`src/rtl/uart_rx_monitor.sv`:
```
// uart_rx_monitor
//   Receives 8N1 serial bytes from the CPU's Tx line, queues them in a small
//   first-word-fall-through FIFO, and raises sticky status flags.
//
// Ports
//   clk         single clock, rising edge
//   rst_n       synchronous active-low reset
//   rx          asynchronous serial input, idle high, LSB first
//   rd_en       consumer pop request (ignored while rd_valid is low)
//   rd_data     FIFO head byte (8'h00 while empty)
//   rd_valid    FIFO non-empty
//   frame_err   sticky: a stop bit sampled low
//   overflow    sticky: a received byte was dropped because the FIFO was full
//   halt        sticky: HALT_BYTE was accepted into the FIFO
//   byte_count  bytes accepted into the FIFO, wraps modulo 2^16
module uart_rx_monitor #(
  parameter int          CLKS_PER_BIT    = 16,
  parameter int          FIFO_DEPTH_LOG2 = 3,
  parameter logic [7:0]  HALT_BYTE       = 8'h00
) (
  input  logic        clk,
  input  logic        rst_n,
  input  logic        rx,
  input  logic        rd_en,
  output logic [7:0]  rd_data,
  output logic        rd_valid,
  output logic        frame_err,
  output logic        overflow,
  output logic        halt,
  output logic [15:0] byte_count
);

  localparam int          L       = FIFO_DEPTH_LOG2;
  localparam int          DEPTH   = 1 << L;
  localparam logic [15:0] MID     = 16'(CLKS_PER_BIT / 2 - 1);
  localparam logic [15:0] BIT_END = 16'(CLKS_PER_BIT - 1);

  typedef enum logic [1:0] {IDLE, START, DATA, STOP} state_t;

  state_t      state, state_n;
  logic [15:0] clk_cnt, clk_n;
  logic [2:0]  bit_cnt, bit_n;
  logic [7:0]  shreg, shreg_n;
  logic        bad_stop, bad_n;
  logic        push, ferr_set;

  // Synchronizer stage: rx_p0 -> rx_s; rx_d holds the previous rx_s so IDLE
  // starts a frame only on a falling edge, never on a line already low.
  logic        rx_p0, rx_s, rx_d;

  logic [L:0]  wr_ptr, rd_ptr;
  logic [7:0]  mem [DEPTH];
  logic        empty, full, pop, accept;

  always_ff @(posedge clk) begin
    if (!rst_n) begin
      rx_p0    <= 1'b1;
      rx_s     <= 1'b1;
      rx_d     <= 1'b1;
      state    <= IDLE;
      clk_cnt  <= '0;
      bit_cnt  <= '0;
      bad_stop <= 1'b0;
    end else begin
      rx_p0    <= rx;
      rx_s     <= rx_p0;
      rx_d     <= rx_s;
      state    <= state_n;
      clk_cnt  <= clk_n;
      bit_cnt  <= bit_n;
      bad_stop <= bad_n;
    end
  end

  // Shift register is pure data; its contents are only used once a full
  // frame has been sampled, so it needs no reset.
  always_ff @(posedge clk) begin
    shreg <= shreg_n;
  end

  always_comb begin
    state_n  = state;
    clk_n    = clk_cnt + 16'd1;
    bit_n    = bit_cnt;
    shreg_n  = shreg;
    bad_n    = bad_stop;
    push     = 1'b0;
    ferr_set = 1'b0;
    unique case (state)
      IDLE: begin
        clk_n = '0;
        bit_n = '0;
        bad_n = 1'b0;
        if (!rx_s && rx_d) state_n = START;
      end
      START: begin
        if (clk_cnt == MID) begin
          clk_n   = '0;
          state_n = rx_s ? IDLE : DATA;
        end
      end
      DATA: begin
        if (clk_cnt == BIT_END) begin
          clk_n            = '0;
          shreg_n[bit_cnt] = rx_s;
          if (bit_cnt == 3'd7) begin
            bit_n   = '0;
            state_n = STOP;
          end else begin
            bit_n = bit_cnt + 3'd1;
          end
        end
      end
      STOP: begin
        if (bad_stop) begin
          // Byte already discarded; just wait for the line to return high.
          clk_n = '0;
          if (rx_s) state_n = IDLE;
        end else if (clk_cnt == BIT_END) begin
          clk_n = '0;
          if (rx_s) begin
            push    = 1'b1;
            state_n = IDLE;
          end else begin
            ferr_set = 1'b1;
            bad_n    = 1'b1;
          end
        end
      end
      default: state_n = IDLE;
    endcase
  end

  // FIFO: extra pointer MSB distinguishes full from empty.
  assign empty    = (wr_ptr == rd_ptr);
  assign full     = (wr_ptr[L-1:0] == rd_ptr[L-1:0]) && (wr_ptr[L] != rd_ptr[L]);
  assign pop      = rd_en && !empty;
  assign accept   = push && (!full || pop);
  assign rd_valid = !empty;
  assign rd_data  = empty ? 8'h00 : mem[rd_ptr[L-1:0]];

  always_ff @(posedge clk) begin
    if (accept) mem[wr_ptr[L-1:0]] <= shreg;
  end

  always_ff @(posedge clk) begin
    if (!rst_n) begin
      wr_ptr     <= '0;
      rd_ptr     <= '0;
      frame_err  <= 1'b0;
      overflow   <= 1'b0;
      halt       <= 1'b0;
      byte_count <= '0;
    end else begin
      if (accept) begin
        wr_ptr     <= wr_ptr + 1'b1;
        byte_count <= byte_count + 16'd1;
        if (shreg == HALT_BYTE) halt <= 1'b1;
      end
      if (pop)                     rd_ptr    <= rd_ptr + 1'b1;
      if (push && full && !pop)    overflow  <= 1'b1;
      if (ferr_set)                frame_err <= 1'b1;
    end
  end

endmodule
```
`config.mk`:
```
export PLATFORM = sky130hd
export DESIGN_NAME = uart_rx_monitor
export DESIGN_NICKNAME = d
export VERILOG_FILES = /design/src/rtl/uart_rx_monitor.sv
export SDC_FILE = /design/constraint.sdc
export NUM_CORES = 1
export LEC_CHECK = 0
export ABC_AREA = 1
export ABC_CLOCK_PERIOD_IN_PS = 2200
export BUFFER_PORTS_ARGS = -buffer_cell sky130_fd_sc_hd__buf_2
export CAP_MARGIN = 5
export CORE_AREA = 2 2 155 157
export CTS_CLUSTER_DIAMETER = 80
export DETAILED_ROUTE_END_ITERATION = 8
export DIE_AREA = 0 0 157 159
export GPL_TIMING_DRIVEN = 1
export SLEW_MARGIN = 20
export SYNTH_ARGS = -nofsm -noshare
export SYNTH_HDL_FRONTEND = slang
export SYNTH_SLANG_ARGS = --single-unit
```
`constraint.sdc`:
```
create_clock -name clk -period 2.2 [get_ports clk]
set_clock_uncertainty 0.05 [all_clocks]
set_input_delay 0.44 -clock clk [delete_from_list [all_inputs] [get_ports clk]]
set_output_delay 0.44 -clock clk [all_outputs]
set_load 0.02 [all_outputs]
```
-- Word level (Yosys, flattened, before mapping)
Memories as Yosys holds them, arrays and structs flattened. A register that Yosys moved wholly into a read port is not among the register bits.
Cells that the tools add are included.
- register bits: 60
- bits in writable memories: 64
- output and inout port bits: 28
- word-level logic and storage cells: 90
- memories: 1
- memories (name ; depth ; width ; read ports ; clocked after memory_dff ; write ports ; line ; source):
    mem ; 8 ; 8 ; 1 ; 1 ; 1 ; 52 ; logic [7:0] mem [DEPTH];
- add/sub/neg operators: 5
- magnitude comparators: 2
- equality and inequality tests: 14
- multiplexer cells: 34
- reductions and logical operators: 20
- operator list (operator ; number):
    case mux 16 bit (4 select lines) ; 1
    two-way mux 16 bit ; 3
    adder 16 x 1 -> 16 bit, second input constant ; 2
    == test 16 x 3 -> 1 bit, second input constant ; 1
    == test 16 x 4 -> 1 bit, second input constant ; 1
    two-way mux 2 bit ; 8
    two-way mux 1 bit ; 12
    two-way mux 3 bit ; 4
    adder 4 x 1 -> 4 bit, second input constant ; 2
    bitwise mux 8 bit ; 1
    zero test 8 bit ; 1
    two-way mux 8 bit ; 1
    != test 2 bit, second input constant ; 4
    case mux 2 bit (4 select lines) ; 1
    logical AND 1 bit ; 7
    case mux 3 bit (2 select lines) ; 1
    AND reduction 2 bit ; 3
    AND reduction 5 bit ; 1
    == test 2 bit, second input constant ; 2
    == test 4 bit ; 1
    zero test 1 bit ; 4
    less-than comparator 3 x 4 -> 1 bit, second input constant ; 1
    nonzero test 2 bit ; 2
    adder 3 x 1 -> 3 bit, second input constant ; 1
    other kinds (10) ; 10

-- Depth between registers and ports, before layout
- depth after elaboration: 7
- mapped depth: 12
- gate-level depth less buffers: 11

-- Least setup slack after synthesis
No wires, ideal clock.
- path kind: reg2reg
- from: register state[0]
- to: memory mem[5][0], enable pin
- setup time: 383 ps
- data arrival time: 1907 ps
- data required time: 1767 ps
- slack: -140 ps
- stages on the path, launching flop included: 10
- path through: dfxtp_1 > ha_1 > inv_1 > nor2_1 > nand2_1 > nor2_4 > nand2_4 > inv_6 > nand2_4 > nor3_1
- longest elaborated chain between the ends: 5
- ends and longest elaborated chain (item ; line ; source):
    from (decl) ; 40 ; state_t state, state_n;
    from (signal assigned) ; 68 ; state <= state_n;
    == test 2 bit ; 89 ; unique case (state)
    two-way mux 1 bit ; 89 ;
    logical AND 1 bit ; 138 ; assign accept = push && (!full || pop);
    two-way mux 1 bit ; 143 ; if (accept) mem[wr_ptr[L-1:0]] <= shreg;
    two-way mux 1 bit (implied by the code) ; 143 ;
    to (decl) ; 52 ;
Every way passes these cells.

-- Worst setup path after layout
- from: register rd_ptr[0]
- to: output port rd_data[0]
- longest elaborated chain between the ends: 2
- ends and longest elaborated chain (item ; line ; source):
    from (decl) ; 51 ; logic [L:0] wr_ptr, rd_ptr;
    from (signal assigned) ; 160 ; if (pop) rd_ptr <= rd_ptr + 1'b1;
    == test 4 bit ; 135 ; assign empty = (wr_ptr == rd_ptr);
    two-way mux 8 bit ; 140 ; assign rd_data = empty ? 8'h00 : mem[rd_ptr[L-1:0]];
    to (decl) ; 25 ; output logic [7:0] rd_data,
Every way passes these cells.

==> results.yml <==
outcome:
  status: "completed"
sta:
  fmax_ghz: 0.458
  finalHoldViolations: 0
  finalCritPeriodShare_pct: 99.2
  period_needed_ns: 2.18
  rsz0062_at_grt: "yes"
  setup_violations: 0
  fin_hold_ws_ns: 0.174
  maxSlewViolCount: 0
  layout_setup_ws_ns: 0.0175
  tightestPinTransition_ns: 0.488
  max-slew-margin-rel_pct: 67.5
layout:
  drive_above_1_share_pct: 24.3
  area_delta_synth_final_pct: 29.0
  mostFrequentLayoutCell: "nor2_1"
  stdcell_count: 1019
  layout_common_cells: "nor2_1, nand2_1, edfxtp_1"
  antenna_cells: 0
  final_nets: 701
clock_tree:
  clk_path_buf_depth: 2
  numCtsBuffers: 17
  cts.sinks: 127
  clk_pin_slew_ns: 0.06
  clk_latency_ns: 0.41
  cts_tree: "done"
  cts-htree-levels: 4
  root_buffer: "clkbuf_16"
  postCtsHoldBufs: 0
drt:
  wl_per_cell_um: 13.3
  viasPerCell: 4.35
  wl_um: 13500
  drt_iter0_drc: 275
  ant_nets: 0
  first_pass_iters: 5
  route.detailed.drc: 0
  dr_total_vias: 4433
global_route:
  overflow: 0
  antenna_found_initial: 1
  grt_pass1_wl_um: 21900
  grt_pass1_vias: 4176
  globalRouteTotalUtil_pct: 11.2
  grt_max_degree: 33
floorplan:
  design.die.area_um2: 25000
  row_count: 56
  die_height_um: 159
  io_pins: 32
  initial_utilization_pct: 24.7
  die_w_um: 157
  core_um2: 23200
pwr:
  power_density_nw_per_um2: 839
  irDropWorstVdd_v: 0.000605
  p_total_uw: 6210
  p_leak_uw: 0.00275
yosys:
  ys_seq_elements: 127
  synth_area_um2: 5730
  synth.largest_area_cell: "edfxtp_1"
  yosysSeqAreaShare_pct: 56.9
  avgSynthCellArea_um2: 9.23
  yosys.area.top_type_share_pct: 37.7
  synthesis.nets: 635
  ys_warn_count: 0
  netlist-cell-type-count: 38
  syn_inst: 621
  synthTopCellsByArea: "edfxtp_1, dfxtp_1, nor2_1"
placement:
  globalplace.congestion: 0.753
  pre_cts_slack_ns: 0.125
  post-place-cells: 974
  port_buffers: 31
  dp.final_hpwl_um: 8750
setup_path:
  r2r_cells: 10
  path_max_fanout: 5
  critPathKind: "flop to output port"
  timing.rr.start: "clk_cnt[0]$_SDFF_PN0_"
  setup.worst_path.start_class: "flop"
  setup.worst_path.start: "rd_ptr[0]$_SDFFE_PN0N_"
  arrival_ns: 1.69
  crit_path_end_kind: "output port"
  cp.required_ns: 1.71
  r2r_slack_ns: 0.16
worst_hold_path:
  hold_start: "rx"
  hp-class: "input port to flop"
  hold_depth: 2
flow_run:
  drv_cap: 0
layer usage:
layer	part of all wire [%]	global-route usage [%]	up-vias
met5	0	0	-
li1	-	-	2223
met3	6.9	3.32	10
met4	0.83	2.88	0
met2	43	16.2	138
met1	49	16.1	2062
final timing paths:
kind,to
worst max-delay path,rd_data[0]
worst min register to register,rx_s$_SDFF_PN1_
worst max register to register,mem[1][7]$_DFFE_PP_
worst min-delay path,rx_p0$_SDFF_PN1_
logic make-up (layout without fill, tap and decap cells):
kind of cell | after synthesis | count (layout) | share of synthesized area [%]
buffers and inverters | 80 | 158 | 5.83
DFF | 127 | 127 | 56.9
and+or+nand+nor | 312 | 313 | 24.7
adders and majority gates | 10 | 10 | 2.18
xor gates and xnor gates | 13 | 13 | 2.12
AOI/OAI and AO/OA | 79 | 79 | 8.21
critical path, stage by stage (launching register included):
cell and delay (ns):
dfxtp_4 0.36, inv_4 0.07, nand2_4 0.06, a21oi_4 0.28
nand3_4 0.19, o21ai_1 0.12, nor2_1 0.05, buf_4 0.15
synthesized netlist by cell type (all sizes together):
master and number:
nor3b 2, a21oi 25, ha 10, xnor2 3
clkbuf 12, or2 3, dfxtp 55, o21ai 36
nor4 2, nand3 29, xor2 10, a31oi 1
buf 6, o32ai 16, nand2 104, nand3b 1
and3 1, nor3 23, nand4 6, nor2 141
a21boi 1, edfxtp 72, inv 62
power by group:
part	internal, µW	leakage, µW	total [µW]	switching [µW]
clock network	1800	0.000295	2880	1090
logic	316	0.00136	766	450
registers	2520	0.00109	2560	37.3
metrics by stage:
step	util, %	instance area, µm²	setup TNS [ns]
global route	31.9	7400	-0.396
detailed placement	27.6	6390	0
finish	31.9	7400	0
global placement	27.6	6390	0
CTS	31.1	7200	0
floorplan	-	5740	0
sequential cells by signal, indices dropped and copies added (netlist names), 3 cells and up, named ones only:
name,count
mem,64
byte_count,16
clk_cnt,16
shreg,8
rd_ptr,4
wr_ptr,4
bit_cnt,3
area by class of cell:
class                   count  area [µm²]
clock inverters            15         186
clock buffers              17         425
well taps                 319         399
inverters                  62         248
fillers                  2357       15800
repair buffers             64         505
multi-input cells         415        2350
flip-flops and latches    127        3280
timing repair:
| action | CTS | global route |
|---|---|---|
| setup buffers | 3 | 7 |
| setup endpoints to repair | 9 | 40 |
| pin swaps | 5 | 9 |
| gates resized for setup | 35 | 38 |
| cloned | 2 | 1 |
No activity file was read; power rests on OpenSTA's default activity.
